### config.mk
export PLATFORM = sky130hd
export DESIGN_NAME = ula_wb_stage
export DESIGN_NICKNAME = d
export VERILOG_FILES = /design/src/rtl/ula_wb_stage.sv
export SDC_FILE = /design/constraint.sdc
export NUM_CORES = 1
export LEC_CHECK = 0
export BUFFER_PORTS_ARGS = -buffer_cell sky130_fd_sc_hd__buf_2
export CAP_MARGIN = 25
export CORE_MARGIN = 4
export CORE_UTILIZATION = 42
export CTS_BUF_LIST = sky130_fd_sc_hd__clkbuf_8 sky130_fd_sc_hd__clkbuf_16
export DETAILED_ROUTE_END_ITERATION = 8
export PLACE_DENSITY = 0.71
export SYNTH_ARGS = -nofsm -noshare
export SYNTH_HDL_FRONTEND = slang
export SYNTH_SLANG_ARGS = --single-unit
### constraint.sdc
create_clock -name clk -period 2.58 [get_ports clk]
set_clock_uncertainty 0.2 [all_clocks]
set_input_delay 0.258 -clock clk [delete_from_list [all_inputs] [get_ports clk]]
set_output_delay 0.258 -clock clk [all_outputs]
set_load 0.02 [all_outputs]
### src/rtl/ula_wb_stage.sv
// ula_wb_stage: execute-to-writeback stage behind the arithmetic ULA.
// Buffers ULA results in a 2-entry valid/ready skid buffer toward the
// register-file write port, holds the architectural {O,C,S,Z} flag register,
// evaluates branch conditions against it and flags unsupported opcodes.
// Optional build macro: STICKY_OVF_EN adds a sticky overflow indicator
// (ports ovf_clr / ovf_sticky).
module ula_wb_stage #(
    parameter int BITS      = 3,
    parameter int ADDR_BITS = 3
) (
    input  logic                 clk,
    input  logic                 rst_n,
    input  logic                 in_valid,
    output logic                 in_ready,
    input  logic [4:0]           op,
    input  logic [BITS-1:0]      resu,
    input  logic                 o_in,
    input  logic                 c_in,
    input  logic                 s_in,
    input  logic                 z_in,
    input  logic                 flag_we,
    input  logic [ADDR_BITS-1:0] dest,
    output logic                 wb_valid,
    input  logic                 wb_ready,
    output logic [BITS-1:0]      wb_data,
    output logic [ADDR_BITS-1:0] wb_addr,
    output logic [3:0]           flags_q,
    input  logic [2:0]           cond,
    output logic                 cond_true,
`ifdef STICKY_OVF_EN
    input  logic                 ovf_clr,
    output logic                 ovf_sticky,
`endif
    output logic                 op_err
);

    typedef enum logic [2:0] {
        COND_ALWAYS = 3'b000,
        COND_Z      = 3'b001,
        COND_NZ     = 3'b010,
        COND_S      = 3'b011,
        COND_NS     = 3'b100,
        COND_C      = 3'b101,
        COND_O      = 3'b110,
        COND_NEVER  = 3'b111
    } cond_e;

    // Buffer state: the head entry drives wb_* directly, the skid entry
    // holds the second result while the register file stalls.
    logic [1:0]           count;
    logic [BITS-1:0]      skid_data;
    logic [ADDR_BITS-1:0] skid_addr;

    logic op_supported;
    logic accept;
    logic push;
    logic pop;

    // Opcode filter: only the arithmetic subset is written back.
    always_comb begin
        // NOTE: every signal assigned in always_comb gets a default first so no latch is inferred.
        op_supported = 1'b0;
        case (op)
            5'b00000, 5'b00001, 5'b00011,
            5'b00100, 5'b00101, 5'b00110: op_supported = 1'b1;
            default:                      op_supported = 1'b0;
        endcase
    end

    // Ready comes from the registered count only, never from wb_ready.
    assign in_ready = (count != 2'd2);
    assign wb_valid = (count != 2'd0);
    assign accept   = in_valid & in_ready;
    assign push     = accept & op_supported;
    assign pop      = wb_valid & wb_ready;

    // Count and head-entry registers; the head keeps its last value when empty.
    always_ff @(posedge clk) begin
        if (!rst_n) begin
            // NOTE: sequential state uses non-blocking assignments so all registers update from pre-edge values.
            count   <= 2'd0;
            wb_data <= '0;
            wb_addr <= '0;
        end else begin
            case ({push, pop})
                2'b10: begin
                    count <= count + 2'd1;
                    if (count == 2'd0) begin
                        wb_data <= resu;
                        wb_addr <= dest;
                    end
                end
                2'b01: begin
                    count <= count - 2'd1;
                    if (count == 2'd2) begin
                        wb_data <= skid_data;
                        wb_addr <= skid_addr;
                    end
                end
                2'b11: begin
                    // Only reachable at count 1: the new entry replaces the head.
                    wb_data <= resu;
                    wb_addr <= dest;
                end
                default: ;
            endcase
        end
    end

    // Skid entry capture: loaded when a push lands behind a head that stays.
    always_ff @(posedge clk) begin
        // NOTE: the skid storage has no reset; count gates its use, so its contents never matter until written.
        if (push && !pop && count == 2'd1) begin
            skid_data <= resu;
            skid_addr <= dest;
        end
    end

    // Architectural flags and the unsupported-opcode strobe.
    always_ff @(posedge clk) begin
        if (!rst_n) begin
            flags_q <= 4'b0000;
            op_err  <= 1'b0;
        end else begin
            if (push && flag_we) begin
                flags_q <= {o_in, c_in, s_in, z_in};
            end
            op_err <= accept & ~op_supported;
        end
    end

    // Branch condition decode on the registered flags only.
    always_comb begin
        cond_true = 1'b0;
        case (cond_e'(cond))
            COND_ALWAYS: cond_true = 1'b1;
            COND_Z:      cond_true = flags_q[0];
            COND_NZ:     cond_true = ~flags_q[0];
            COND_S:      cond_true = flags_q[1];
            COND_NS:     cond_true = ~flags_q[1];
            COND_C:      cond_true = flags_q[2];
            COND_O:      cond_true = flags_q[3];
            COND_NEVER:  cond_true = 1'b0;
            default:     cond_true = 1'b0;
        endcase
    end

`ifdef STICKY_OVF_EN
    // Sticky overflow: set by any written-back op reporting overflow; set beats clear.
    always_ff @(posedge clk) begin
        if (!rst_n) begin
            ovf_sticky <= 1'b0;
        end else if (push && o_in) begin
            ovf_sticky <= 1'b1;
        end else if (ovf_clr) begin
            ovf_sticky <= 1'b0;
        end
    end
`endif

endmodule

# Word-level counts from Yosys, hierarchy flattened
# Cells that the tools add are included.
# word_totals
regBits,19
# classes
addsub,2
eq_ne,20
n_mux,9
bitwise_logic,7
reduce_logical,12
# op_table
cell,n
one-hot mux 3 bit (3 select lines),2
== test 5 x 3 -> 1 bit (second input constant),3
== test 3 bit (second input constant),4
2-to-1 mux 3 bit,4
one-hot mux 1 bit (8 select lines),1
== test 2 bit (second input constant),3
== test 3 x 2 -> 1 bit (second input constant),2
!= test 2 bit (second input constant),3
OR reduction 6 bit,1
== test 5 x 1 -> 1 bit (second input constant),1
== test 5 x 2 -> 1 bit (second input constant),1
zero test 5 bit,1
bitwise AND 1 bit,4
== test 2 x 1 -> 1 bit (second input constant),2
one-hot mux 2 bit (2 select lines),1
nonzero test 2 bit,2
== test 3 x 1 -> 1 bit (second input constant),1
logical AND 1 bit,3
zero test 3 bit,1
NOT 1 bit,3
AND reduction 3 bit,1
nonzero test 3 bit,1
adder 2 x 1 -> 2 bit (second input constant),1
zero test 2 bit,1
other kinds (3),3

# Depth between registers and ports, before layout
# logic_depth
word_depth,7
ltp_mapped,10

# Worst setup path after synthesis
# Ideal clock, no wire load.
# synth_timing
path_type,register to register
startpoint,register count[0]
endpoint,register wb_addr[0]
setup_ns,0.123
t_arrival_ns,1.817
path_slack_ns,0.440
stages_incl_launch_ff,11
path_buffers,1
cell_sequence,dfxtp_1 -> inv_1 -> ha_1 -> inv_1 -> nand2_1 -> inv_1 -> ha_1 -> buf_2 -> mux2_2 -> nor4_1 -> nor3_1
# synth_rtl
element,line,source
start: declaration,50,logic [1:0] count;
start signal: assignment,87,count <= count + 2'd1;
start signal: assignment,94,count <= count - 2'd1;
nonzero test 2 bit (*),72,assign wb_valid = (count != 2'd0);
via wb_valid,23,"output logic wb_valid,"
bitwise AND 1 bit (*),75,assign pop = wb_valid & wb_ready;
== test 2 x 1 -> 1 bit or == test 2 bit (tied branches),85,"case ({push, pop})"
!= test 2 bit (no source line) or nonzero test 3 bit (tied branches),n/a,
AND reduction 3 bit (no source line),n/a,
end signal: assignment,90,wb_addr <= dest;
end signal: assignment,97,wb_addr <= skid_addr;
end signal: assignment,103,wb_addr <= dest;
end: declaration,26,"output logic [ADDR_BITS-1:0] wb_addr,"
# The timed path passes the listed nets; every way through them passes the cells marked *.
# A chain may end at the register's enable or synchronous reset.

# Final worst setup path
# layout_timing
startpoint,register count[0]
endpoint,register wb_addr[2]
# layout_between
elab_chain_cells,6
# layout_lines
element,line,source
!= test 2 bit,71,assign in_ready = (count != 2'd2);
bitwise AND 1 bit,73,assign accept = in_valid & in_ready;
bitwise AND 1 bit,74,assign push = accept & op_supported;
== test 2 x 1 -> 1 bit or == test 2 bit (tied branches),85,
!= test 2 bit (no source line) or nonzero test 3 bit (tied branches),n/a,
AND reduction 3 bit (no source line),n/a,
# Several ways; a longest one is shown, not always the timed one.

==> impl_results.md <==
* Number of antenna violations at the first check in global routing at 0
* Port Buf Inserts at 36
* P_int at 0.000616 W
* Fin. Hold Viols at 0
* Post-Syn Area at 0.00102 sq mm
* R2R setup slack at 260 ps
* Sequential share of power at 0.386
* Die area at 0.00328 sq mm
* Die Y at 57.3 um
* Startpoint Class: register
* Ports at 37
* Core area at 0.00225 sq mm
* Row cnt at 17
* Critical path class: reg2reg
* Netlist cell types at 26
* Final slew viol count at 0
* Global routing's busiest layer: met2
* Crit path arrival time at 2250 ps
* Routed Antenna Nets at 0
* Synth top area cells: dfxtp_1, edfxtp_1, ha_1
* Largest net degree at the start of global routing at 11
* Mapped Cells at 101
* Synth Register Bits at 19
* Worst setup endpoint: wb_addr[2]$_SDFFE_PN0P_
* Worst flop-to-flop path startpoint: count[0]$_SDFFE_PN0P_
* Vias in the first global route at 876
* M1 GR Usage at 0.174
* Drt total wl at 2270 um
* Worst-Margin Slew at 482 ps
* Post-route minimum period at 2320 ps
* Top cell type's share of synthesized area at 0.255
* Yosys top cell by area: dfxtp_1
* Area Growth Syn to Fin at 30.6%
* Post-Synth Adder-Cell Area at 0.0859
* Nets at 176
* Gr usage total at 0.140
* Seq/Total Area, Yosys at 0.432
* DR vias at 876
* Avg Inst Size Synth at 10.1 sq um
* Setup TNS at 0 ps
* Longest Clk Path Bufs at 2
* TritonCTS clock tree: built
* DR pass1 iterations at 4
* Reg clk slew, reported paths at 70 ps
* Share of cells above drive strength 1 at 0.324
* DP Cell Count at 163
* Switching Share at 0.356
* Setup-failing EPs final at 0
* Max-Cap Viols at 0
* Clk root buf: clkbuf_8
* Final Wtd Congestion at 0.782
* Number of clock sinks at 19
* Residual DRC at 0
* Worst R2R Path Depth at 9
* Slew headroom at 0.679
* Critical Path Start: count[0]$_SDFFE_PN0P_
* Status: complete, no violations
* Final Total Pwr at 0.000957 W
* P_sw at 0.000341 W
* Crit path max fanout at 8
* Routed len/inst at 13.1 um
* Hpwl dp at 1810 um
* # diodes at 0
* Clk_lat worst skew at 250 ps
* Worst vdd ir at 0.000416 V
* Logic pwr share at 0.403
* Warnings, synthesis at 0
* PwrDens at 719 mW/mm^2
* HP Class: in2reg
* Period utilisation layout at 0.899
* Post-synthesis compound-gate area fraction at 0.104
* Initial cell density of the core at 0.452
* M3 GR Usage at 0.0271
* Critical Path End Type: register
* H-Tree Depth at 1
* GR Layer Usage met2 at 0.243
* TritonCTS Buffers at 3
* Post-CTS Resized at 0
* Max Fclk at 431 MHz
* CP required at 2510 ps
* First-pass GRT wire length at 3700 um
* Lkg Pwr at 0.569 nW
* RSZ-0062 raised after global routing: no
* Reg2reg end: wb_addr[2]$_SDFFE_PN0P_
* GRT overflow at 0
* Syn nets at 131
* Via density at 5.06
* Clock power share at 0.211
* Multiplexer share of the synthesized area at 0.126
* Largest family of logic cells by synthesized area: simple AND/OR/NAND/NOR gates
* Non-Filler Instances at 173
* Die W at 57.3 um
* Fraction of the mapped netlist area in simple logic gates at 0.196
* Synth Area in XOR/XNOR at 0.0172
* Drt initial violations at 11
==> cell type report <==
class / instances / area, sq um
clock buffer: 3 / 41.3
clock inverter: 1 / 3.75
fill: 212 / 923
inverter: 8 / 30.0
multi-input combinational: 72 / 541
sequential: 19 / 440
tap: 28 / 35.0
timing repair buffer: 42 / 240
==> what timing repair did <==
action                    4_1_cts  5_1_grt
hold endpoints to repair        6        0
buffers inserted                0        0
hold buffers                    6        0
==> critical path: stages, from the launching register on <==
cell     delay, ps
dfxtp_1        350
inv_1           80
ha_1           230
inv_1           70
nand2_1        100
inv_1          100
ha_1           390
mux2_2         390
nor4_1         210
nor3_1          80
==> stage by stage <==
stage / cell area [sq um] / utilization / hold slack (ps) / worst slack [ps]
2_1_floorplan: 1020 / - / 157 / 440
3_3_place_gp: 1230 / 0.544 / 252 / 244
3_5_place_dp: 1230 / 0.544 / 251 / 192
4_1_cts: 1330 / 0.590 / 44.0 / 238
5_1_grt: 1330 / 0.590 / 54.0 / 71.5
6_report: 1330 / 0.590 / 46.1 / 261
==> worst min-delay path by stage <==
stage / from / to / cells past startpoint
after floorplan: dest[0] / skid_addr[0]$_DFFE_PP_ / 0
after global placement: dest[0] / skid_addr[0]$_DFFE_PP_ / 1
after CTS: z_in / flags_q[0]$_SDFFE_PN0P_ / 3
after global routing: z_in / flags_q[0]$_SDFFE_PN0P_ / 3
final: z_in / flags_q[0]$_SDFFE_PN0P_ / 3
after detailed placement: dest[1] / skid_addr[1]$_DFFE_PP_ / 1
==> Yosys cell counts <==
master     number
a2111oi_4       1
a211oi_1        1
a21boi_0        2
a21oi_1         2
a31oi_1         6
and2_1          1
and2b_1         1
buf_2           1
clkbuf_1        1
clkinv_1        1
dfxtp_1        13
edfxtp_1        6
ha_1            7
inv_1           7
mux2_2          7
mux2i_1         5
nand2_1        10
nand2b_1        5
nand3_1         2
nor2_1          1
nor2b_1         4
nor3_1          7
nor4_1          6
o32ai_1         1
or2_1           1
xnor2_1         2
==> logic make-up (layout without fill, tap and decap cells) <==
family | Yosys count | in the layout
AND/OR/NAND/NOR | 38 | 38
flip-flops | 19 | 19
AO/OA/AOI/OAI | 13 | 13
multiplexers | 12 | 12
buffers and inverters | 10 | 54
adder cells (fa/ha/maj) | 7 | 7
XOR/XNOR | 2 | 2
==> metal layers <==
metal | share of wire | routed length (um)
met4 | 0.011 | 25
met5 | 0 | 0
met1 | 0.43 | 979
met3 | 0.056 | 127
met2 | 0.50 | 1140
==> registers in the layout (all words and copies together) (netlist names) <==
register	cells
flags_q	4
skid_addr	3
skid_data	3
wb_addr	3
wb_data	3
count	2
op_err	1
==> cells in the final DEF (no fill, tap or decap), types with 2 or more instances in the layout <==
master / count
inv_1: 8
nor3_1: 7
mux2i_1: 5
nor4_1: 6
ha_1: 7
nand2_1: 10
a31oi_1: 6
mux2_2: 7
nand2b_1: 5
edfxtp_1: 6
nor2b_1: 4
xnor2_1: 2
nand3_1: 2
dlygate4sd3_1: 6
dfxtp_1: 13
buf_2: 36
clkbuf_8: 3
a21oi_1: 2
a21boi_0: 2
==> power by group through the flow <==
stage	logic (W)	clock network [W]	registers, W
5_1_grt	0.000424	0.000219	0.000373
2_1_floorplan	0.000235	0	0.000410
3_3_place_gp	0.000369	0	0.000375
4_1_cts	0.000387	0.000205	0.000369
6_report	0.000385	0.000202	0.000369
3_5_place_dp	0.000378	0	0.000376
Note: power is estimated with default switching activity, not from simulation.
